File: src/rtl/loader_pkg.sv
// -----------------------------------------------------------------------------
// loader_pkg
// Shared definitions for the program loader: FSM state encoding and frame
// constants. Imported by prog_loader and by anything that decodes its state.
// -----------------------------------------------------------------------------
package loader_pkg;

    // FSM state encoding (kept as plain vectors for legacy tool compatibility).
    localparam logic [1:0] ST_IDLE  = 2'd0;
    localparam logic [1:0] ST_LEN   = 2'd1;
    localparam logic [1:0] ST_DATA  = 2'd2;
    localparam logic [1:0] ST_CHECK = 2'd3;

    // A frame is: FRAME_HDR_WORDS length word(s), L data words, one checksum.
    localparam int          FRAME_HDR_WORDS = 1;

    // Seed for the XOR checksum accumulator.
    localparam logic [15:0] CHK_INIT = 16'h0000;

endpackage : loader_pkg

File: src/rtl/prog_loader.sv
// -----------------------------------------------------------------------------
// prog_loader
// Receives a program frame (length word, L data words, XOR checksum word) from
// the byte-to-word assembler, writes the data words into instruction memory at
// consecutive addresses starting from 0, and releases the CPU from reset only
// when the checksum matches.
//
// Ports
//   clk        : clock, all state changes on the rising edge
//   rst        : synchronous active-high reset
//   ce         : clock enable; when low all registers hold
//   start      : single-cycle request to begin a load (ignored while busy)
//   word_dv    : assembled-word valid strobe
//   word       : assembled 16-bit word
//   b2w_ce     : enable for the byte-to-word assembler (ce while busy)
//   mem_we     : instruction-memory write strobe
//   mem_addr   : instruction-memory write address
//   mem_wdata  : instruction-memory write data
//   cpu_rst    : hold CPU in reset
//   busy       : load in progress
//   done       : one-cycle pulse on a successful load
//   err        : sticky error (bad length or checksum mismatch)
// -----------------------------------------------------------------------------
module prog_loader #(
    parameter int ADDR_W  = 8,
    parameter int MAX_LEN = 256
) (
    input  logic              clk,
    input  logic              rst,
    input  logic              ce,
    input  logic              start,
    input  logic              word_dv,
    input  logic [15:0]       word,
    output logic              b2w_ce,
    output logic              mem_we,
    output logic [ADDR_W-1:0] mem_addr,
    output logic [15:0]       mem_wdata,
    output logic              cpu_rst,
    output logic              busy,
    output logic              done,
    output logic              err
);

    import loader_pkg::*;

    // One extra bit so the data counter can reach MAX_LEN (== 2**ADDR_W)
    // without wrapping inside a frame.
    localparam int          CNT_W     = ADDR_W + 1;
    localparam logic [16:0] MAX_LEN_V = 17'(MAX_LEN);

    logic [1:0]        state_q,     state_d;
    logic [CNT_W-1:0]  idx_q,       idx_d;
    logic [CNT_W-1:0]  len_q,       len_d;
    logic [15:0]       acc_q,       acc_d;
    logic              mem_we_q,    mem_we_d;
    logic [ADDR_W-1:0] mem_addr_q,  mem_addr_d;
    logic [15:0]       mem_wdata_q, mem_wdata_d;
    logic              done_q,      done_d;
    logic              err_q,       err_d;
    logic              cpu_rst_q,   cpu_rst_d;

    logic              len_too_big;
    logic              last_data;

    assign len_too_big = {1'b0, word} > MAX_LEN_V;
    assign last_data   = (idx_q + CNT_W'(1)) == len_q;

    always_comb begin
        // NOTE: every signal gets a default before the case so no path leaves
        // it unassigned, which would otherwise infer a latch.
        state_d     = state_q;
        idx_d       = idx_q;
        len_d       = len_q;
        acc_d       = acc_q;
        mem_we_d    = 1'b0;
        mem_addr_d  = mem_addr_q;
        mem_wdata_d = mem_wdata_q;
        done_d      = 1'b0;
        err_d       = err_q;
        cpu_rst_d   = cpu_rst_q;

        case (state_q)
            ST_IDLE: begin
                // word_dv is ignored here, including when it coincides with start.
                if (start) begin
                    state_d   = ST_LEN;
                    idx_d     = '0;
                    acc_d     = CHK_INIT;
                    err_d     = 1'b0;
                    cpu_rst_d = 1'b1;
                end
            end

            ST_LEN: begin
                if (word_dv) begin
                    if (len_too_big) begin
                        err_d   = 1'b1;
                        state_d = ST_IDLE;
                    end else if (word == 16'h0000) begin
                        state_d = ST_CHECK;
                    end else begin
                        len_d   = CNT_W'(word);
                        state_d = ST_DATA;
                    end
                end
            end

            ST_DATA: begin
                if (word_dv) begin
                    mem_we_d    = 1'b1;
                    mem_addr_d  = idx_q[ADDR_W-1:0];
                    mem_wdata_d = word;
                    acc_d       = acc_q ^ word;
                    idx_d       = idx_q + CNT_W'(1);
                    if (last_data) begin
                        state_d = ST_CHECK;
                    end
                end
            end

            ST_CHECK: begin
                if (word_dv) begin
                    state_d = ST_IDLE;
                    if (word == acc_q) begin
                        done_d    = 1'b1;
                        err_d     = 1'b0;
                        cpu_rst_d = 1'b0;
                    end else begin
                        err_d     = 1'b1;
                    end
                end
            end

            default: state_d = ST_IDLE;
        endcase
    end

    always_ff @(posedge clk) begin
        // NOTE: non-blocking assignments so every flop samples the pre-edge
        // value of the others, independent of statement order.
        if (rst) begin
            state_q     <= ST_IDLE;
            idx_q       <= '0;
            len_q       <= '0;
            acc_q       <= CHK_INIT;
            mem_we_q    <= 1'b0;
            mem_addr_q  <= '0;
            mem_wdata_q <= '0;
            done_q      <= 1'b0;
            err_q       <= 1'b0;
            cpu_rst_q   <= 1'b1;
        end else if (ce) begin
            state_q     <= state_d;
            idx_q       <= idx_d;
            len_q       <= len_d;
            acc_q       <= acc_d;
            mem_we_q    <= mem_we_d;
            mem_addr_q  <= mem_addr_d;
            mem_wdata_q <= mem_wdata_d;
            done_q      <= done_d;
            err_q       <= err_d;
            cpu_rst_q   <= cpu_rst_d;
        end
    end

    // The strobes hold across ce=0 cycles and are masked there, so a pending
    // write or done is presented exactly once, in the next enabled cycle.
    assign mem_we    = mem_we_q & ce;
    assign done      = done_q & ce;
    assign mem_addr  = mem_addr_q;
    assign mem_wdata = mem_wdata_q;
    assign err       = err_q;
    assign cpu_rst   = cpu_rst_q;
    assign busy      = (state_q != ST_IDLE);
    assign b2w_ce    = busy & ce;

endmodule : prog_loader

File: config.mk
export PLATFORM = sky130hd
export DESIGN_NAME = prog_loader
export DESIGN_NICKNAME = d
export VERILOG_FILES = /design/src/rtl/loader_pkg.sv /design/src/rtl/prog_loader.sv
export SDC_FILE = /design/constraint.sdc
export NUM_CORES = 1
export LEC_CHECK = 0
export ABC_AREA = 1
export CAP_MARGIN = 20
export CELL_PAD_IN_SITES_DETAIL_PLACEMENT = 1
export CELL_PAD_IN_SITES_GLOBAL_PLACEMENT = 1
export CORE_UTILIZATION = 48
export DETAILED_ROUTE_END_ITERATION = 8
export DONT_BUFFER_PORTS = 1
export PLACE_DENSITY = 0.79
export SLEW_MARGIN = 20
export SYNTH_ARGS = -nofsm -noshare
export SYNTH_HDL_FRONTEND = slang
export SYNTH_SLANG_ARGS = --single-unit
File: constraint.sdc
create_clock -name clk -period 3.1 [get_ports clk]
set_input_delay 0.775 -clock clk [delete_from_list [all_inputs] [get_ports clk]]
set_output_delay 0.775 -clock clk [all_outputs]
set_load 0.05 [all_outputs]
==> results.sh <==
export IMPL_result_of_the_run="completed"
export IMPL_cts_buffers_inserted=9
export IMPL_nFillCells=787
export IMPL_cts_num_sinks=64
export IMPL_design_area_um2=3240
export IMPL_antenna_found_initial=0
export IMPL_die_height_um=80.9
export IMPL_ir_drop_mv=0.407
export IMPL_crit_path_start_kind="register"
export IMPL_wire_length_of_the_first_global_routing_pass_um=12600
export IMPL_grt_overflow=0
export IMPL_post_route_drc_count=0
export IMPL_fmaxAchievable_ghz=0.499
export IMPL_dr_first_iter_drc_count=82
export IMPL_die_area_um2=6550
export IMPL_cp_data_required_time_ps=2320
export IMPL_io_buffer_count=0
export IMPL_critPathMaxStageDelay_ps=430
export IMPL_route_antenna_remaining_nets=0
export IMPL_post_cts_hold_fix_bufs=0
export IMPL_syn_to_final_growth_pct=8.36
export IMPL_pin_count=51
export IMPL_final_setup_skew_ps=4.90
export IMPL_yosys_register_bits=64
export IMPL_routabilityCongestion=0.789
export IMPL_core_area_um2=5960
export IMPL_crit_type="register to primary output"
export IMPL_vias_in_the_first_global_route=2686
export IMPL_cts_root_buf="sky130_fd_sc_hd__clkbuf_8"
export IMPL_fin_util=0.544
export IMPL_cts_max_level=3
export IMPL_timing_final_hold_violations=0
export IMPL_drt_vias_per_instance=5.33
export IMPL_num_nets_final=442
export IMPL_route_detailed_wl_per_inst_um=16.0
export IMPL_critical_path_arrival_ps=1230
export IMPL_synth_distinct_cells=29
export IMPL_postRouteWirelength_um=7990
export IMPL_warnings_synthesis=0
export IMPL_cp_end_kind="primary output"
export IMPL_grt_total_usage=0.261
export IMPL_crit_path_max_fanout=5
export IMPL_cts_post_setup_buffers_inserted=0
export IMPL_worst_path_max_delay_cell="sky130_fd_sc_hd__dfxtp_1"
export IMPL_synth_seq_area_share=0.428
export IMPL_netlist_area_um2=2990
export IMPL_cellPowerDensity_nw_per_um2=522
export IMPL_cp_num_buf_inv=1
export IMPL_layout_worst_path_cycle_share=0.646
export IMPL_layout_drive_gt1_share=0.0729
export IMPL_clkSlewWorstSetupHoldPaths_ps=70
export IMPL_leakage_nw=1.31
export IMPL_max_cap_violations=0
export IMPL_route_vias_total=2664
export IMPL_finalMaxSlewViolations=0
export IMPL_insertion_delay_ps=340
export IMPL_synthesis_nets=444
export IMPL_path_cells="nor2_1 > inv_1"
export IMPL_fin_crit_ps=2000
export IMPL_min_path_type="register to register"
export IMPL_worst_pin_slew_ps=907
export IMPL_grt_start_max_net_pins=34
export IMPL_fin_hold_ws_ps=462
export IMPL_cts_resized=0
export IMPL_report_final_setup_viol=0
export IMPL_totalNegativeSetupSlack_ps=0
export IMPL_rsz0062_at_grt="false"
export IMPL_netlist_instances=422
export IMPL_placementRows=28
export IMPL_timing_max_slew_rel_slack=0.395
export IMPL_num_antenna_cells=0
export IMPL_detail_route_first_pass_iterations=4
export IMPL_die_w_um=80.9
export IMPL_post_synth_cell_area_avg_um2=7.09
export IMPL_place_area_um2=3020
export IMPL_critical_path_top_delay_family="flip-flops"
export IMPL_cts_buffer_depth=2
export IMPL_hpwl_um=5460
export IMPL_start_util=0.502
export IMPL_tritoncts="yes"
==> cell usage after synthesis (all sizes together) <==
cell    count  area share
nand4       5       0.010
or2        13       0.027
dfxtp      64        0.43
nor3b       1      0.0042
a21oi      45       0.075
nor4        1      0.0071
clkbuf      5      0.0063
xor2        5       0.015
nand2     100        0.13
buf        11       0.022
nor3        3      0.0050
inv        37       0.046
ha          1      0.0042
nand3      25       0.042
xnor3       1      0.0075
xnor2      12       0.035
o21ai      31       0.053
nor2       62       0.083
==> tightest hold or removal path: stages (launching register included) <==
cell and delay [ps]:
sky130_fd_sc_hd__dfxtp_1 310, sky130_fd_sc_hd__nand2_1 60, sky130_fd_sc_hd__a21oi_1 60
==> stage by stage <==
stage	worst slack (ps)	instances	total power, mW
2_1_floorplan	838	422	0.922
3_3_place_gp	1070	484	0.933
3_5_place_dp	1030	484	0.934
4_1_cts	1090	500	1.71
5_1_grt	1020	500	1.74
6_report	1100	500	1.69
==> routing by layer <==
metal / vias to the layer above / share of wire / GRT usage
li1: 1336 / - / -
met1: 1261 / 0.46 / 0.308
met4: 0 / 0.016 / 0.102
met5: - / 0 / 0
met2: 56 / 0.49 / 0.460
met3: 11 / 0.038 / 0.0528
==> cell type report <==
class                      count  area, um^2  area share
multi-input combinational    305        1490       0.459
tap                           75        93.8      0.0289
clock buffer                  14         183      0.0563
sequential                    64        1280       0.395
clock inverter                 2        35.0      0.0108
timing repair buffer           3        22.5     0.00695
inverter                      37         139      0.0428
==> cell families (layout without fill, tap and decap cells) <==
| kind of cell | after synthesis | count (layout) | share of synthesized area |
|---|---|---|---|
| simple gates | 210 | 210 | 0.307 |
| xor+xnor | 18 | 18 | 0.0573 |
| compound gates | 76 | 76 | 0.128 |
| fa+ha+maj | 1 | 1 | 0.00418 |
| buf+inv | 53 | 56 | 0.0744 |
| flops | 64 | 64 | 0.428 |
==> registers in the layout, summed over array words and instances, names as in the netlist, named ones only <==
register / flops
acc_q: 16
cpu_rst: 1
done_q: 1
err: 1
idx_q: 9
len_q: 9
mem_addr: 8
mem_wdata: 16
mem_we_q: 1
state_q: 1
==> power breakdown <==
part	switching, mW	total (mW)	internal (mW)	leakage, nW
logic	0.0561	0.0764	0.0203	0.679
registers	0.0129	0.839	0.826	0.516
clock network	0.319	0.778	0.459	0.113
==> layout by cell type, fill, tap and decap left out <==
master | synthesis | layout
sky130_fd_sc_hd__inv_2 | 4 | 4
sky130_fd_sc_hd__nor4_4 | 1 | 1
sky130_fd_sc_hd__xor2_1 | 5 | 5
sky130_fd_sc_hd__inv_1 | 33 | 33
sky130_fd_sc_hd__or2_1 | 7 | 7
sky130_fd_sc_hd__nand3_1 | 25 | 25
sky130_fd_sc_hd__nor2_4 | 1 | 1
sky130_fd_sc_hd__nor3b_2 | 1 | 1
sky130_fd_sc_hd__xnor2_1 | 12 | 12
sky130_fd_sc_hd__clkbuf_1 | 5 | 1
sky130_fd_sc_hd__nor2_2 | 3 | 3
sky130_fd_sc_hd__nand2_1 | 98 | 98
sky130_fd_sc_hd__nand2_2 | 1 | 1
sky130_fd_sc_hd__o21ai_2 | 1 | 1
sky130_fd_sc_hd__nand4_1 | 5 | 5
sky130_fd_sc_hd__bufinv_16 | 0 | 1
sky130_fd_sc_hd__a21oi_1 | 45 | 45
sky130_fd_sc_hd__buf_4 | 2 | 3
sky130_fd_sc_hd__o21ai_0 | 24 | 24
sky130_fd_sc_hd__clkinv_2 | 0 | 1
sky130_fd_sc_hd__nor3_1 | 3 | 3
sky130_fd_sc_hd__or2_0 | 6 | 6
sky130_fd_sc_hd__clkbuf_8 | 0 | 13
sky130_fd_sc_hd__dfxtp_1 | 64 | 64
sky130_fd_sc_hd__nor2_1 | 58 | 58
sky130_fd_sc_hd__o21ai_1 | 6 | 6
sky130_fd_sc_hd__xnor3_1 | 1 | 1
sky130_fd_sc_hd__ha_1 | 1 | 1
sky130_fd_sc_hd__nand2_4 | 1 | 1
==> worst paths after layout <==
path / start / cells after the start / endpoint / slack [ps]
setup / recovery: state_q[0] / 2 / busy / 1100
hold / removal: mem_we_q / 2 / mem_we_q / 460
setup reg to reg: idx_q[1] / 10 / state_q[0] / 1240
hold reg to reg: mem_we_q / 2 / mem_we_q / 460
Note: power is estimated with default switching activity, not from simulation.
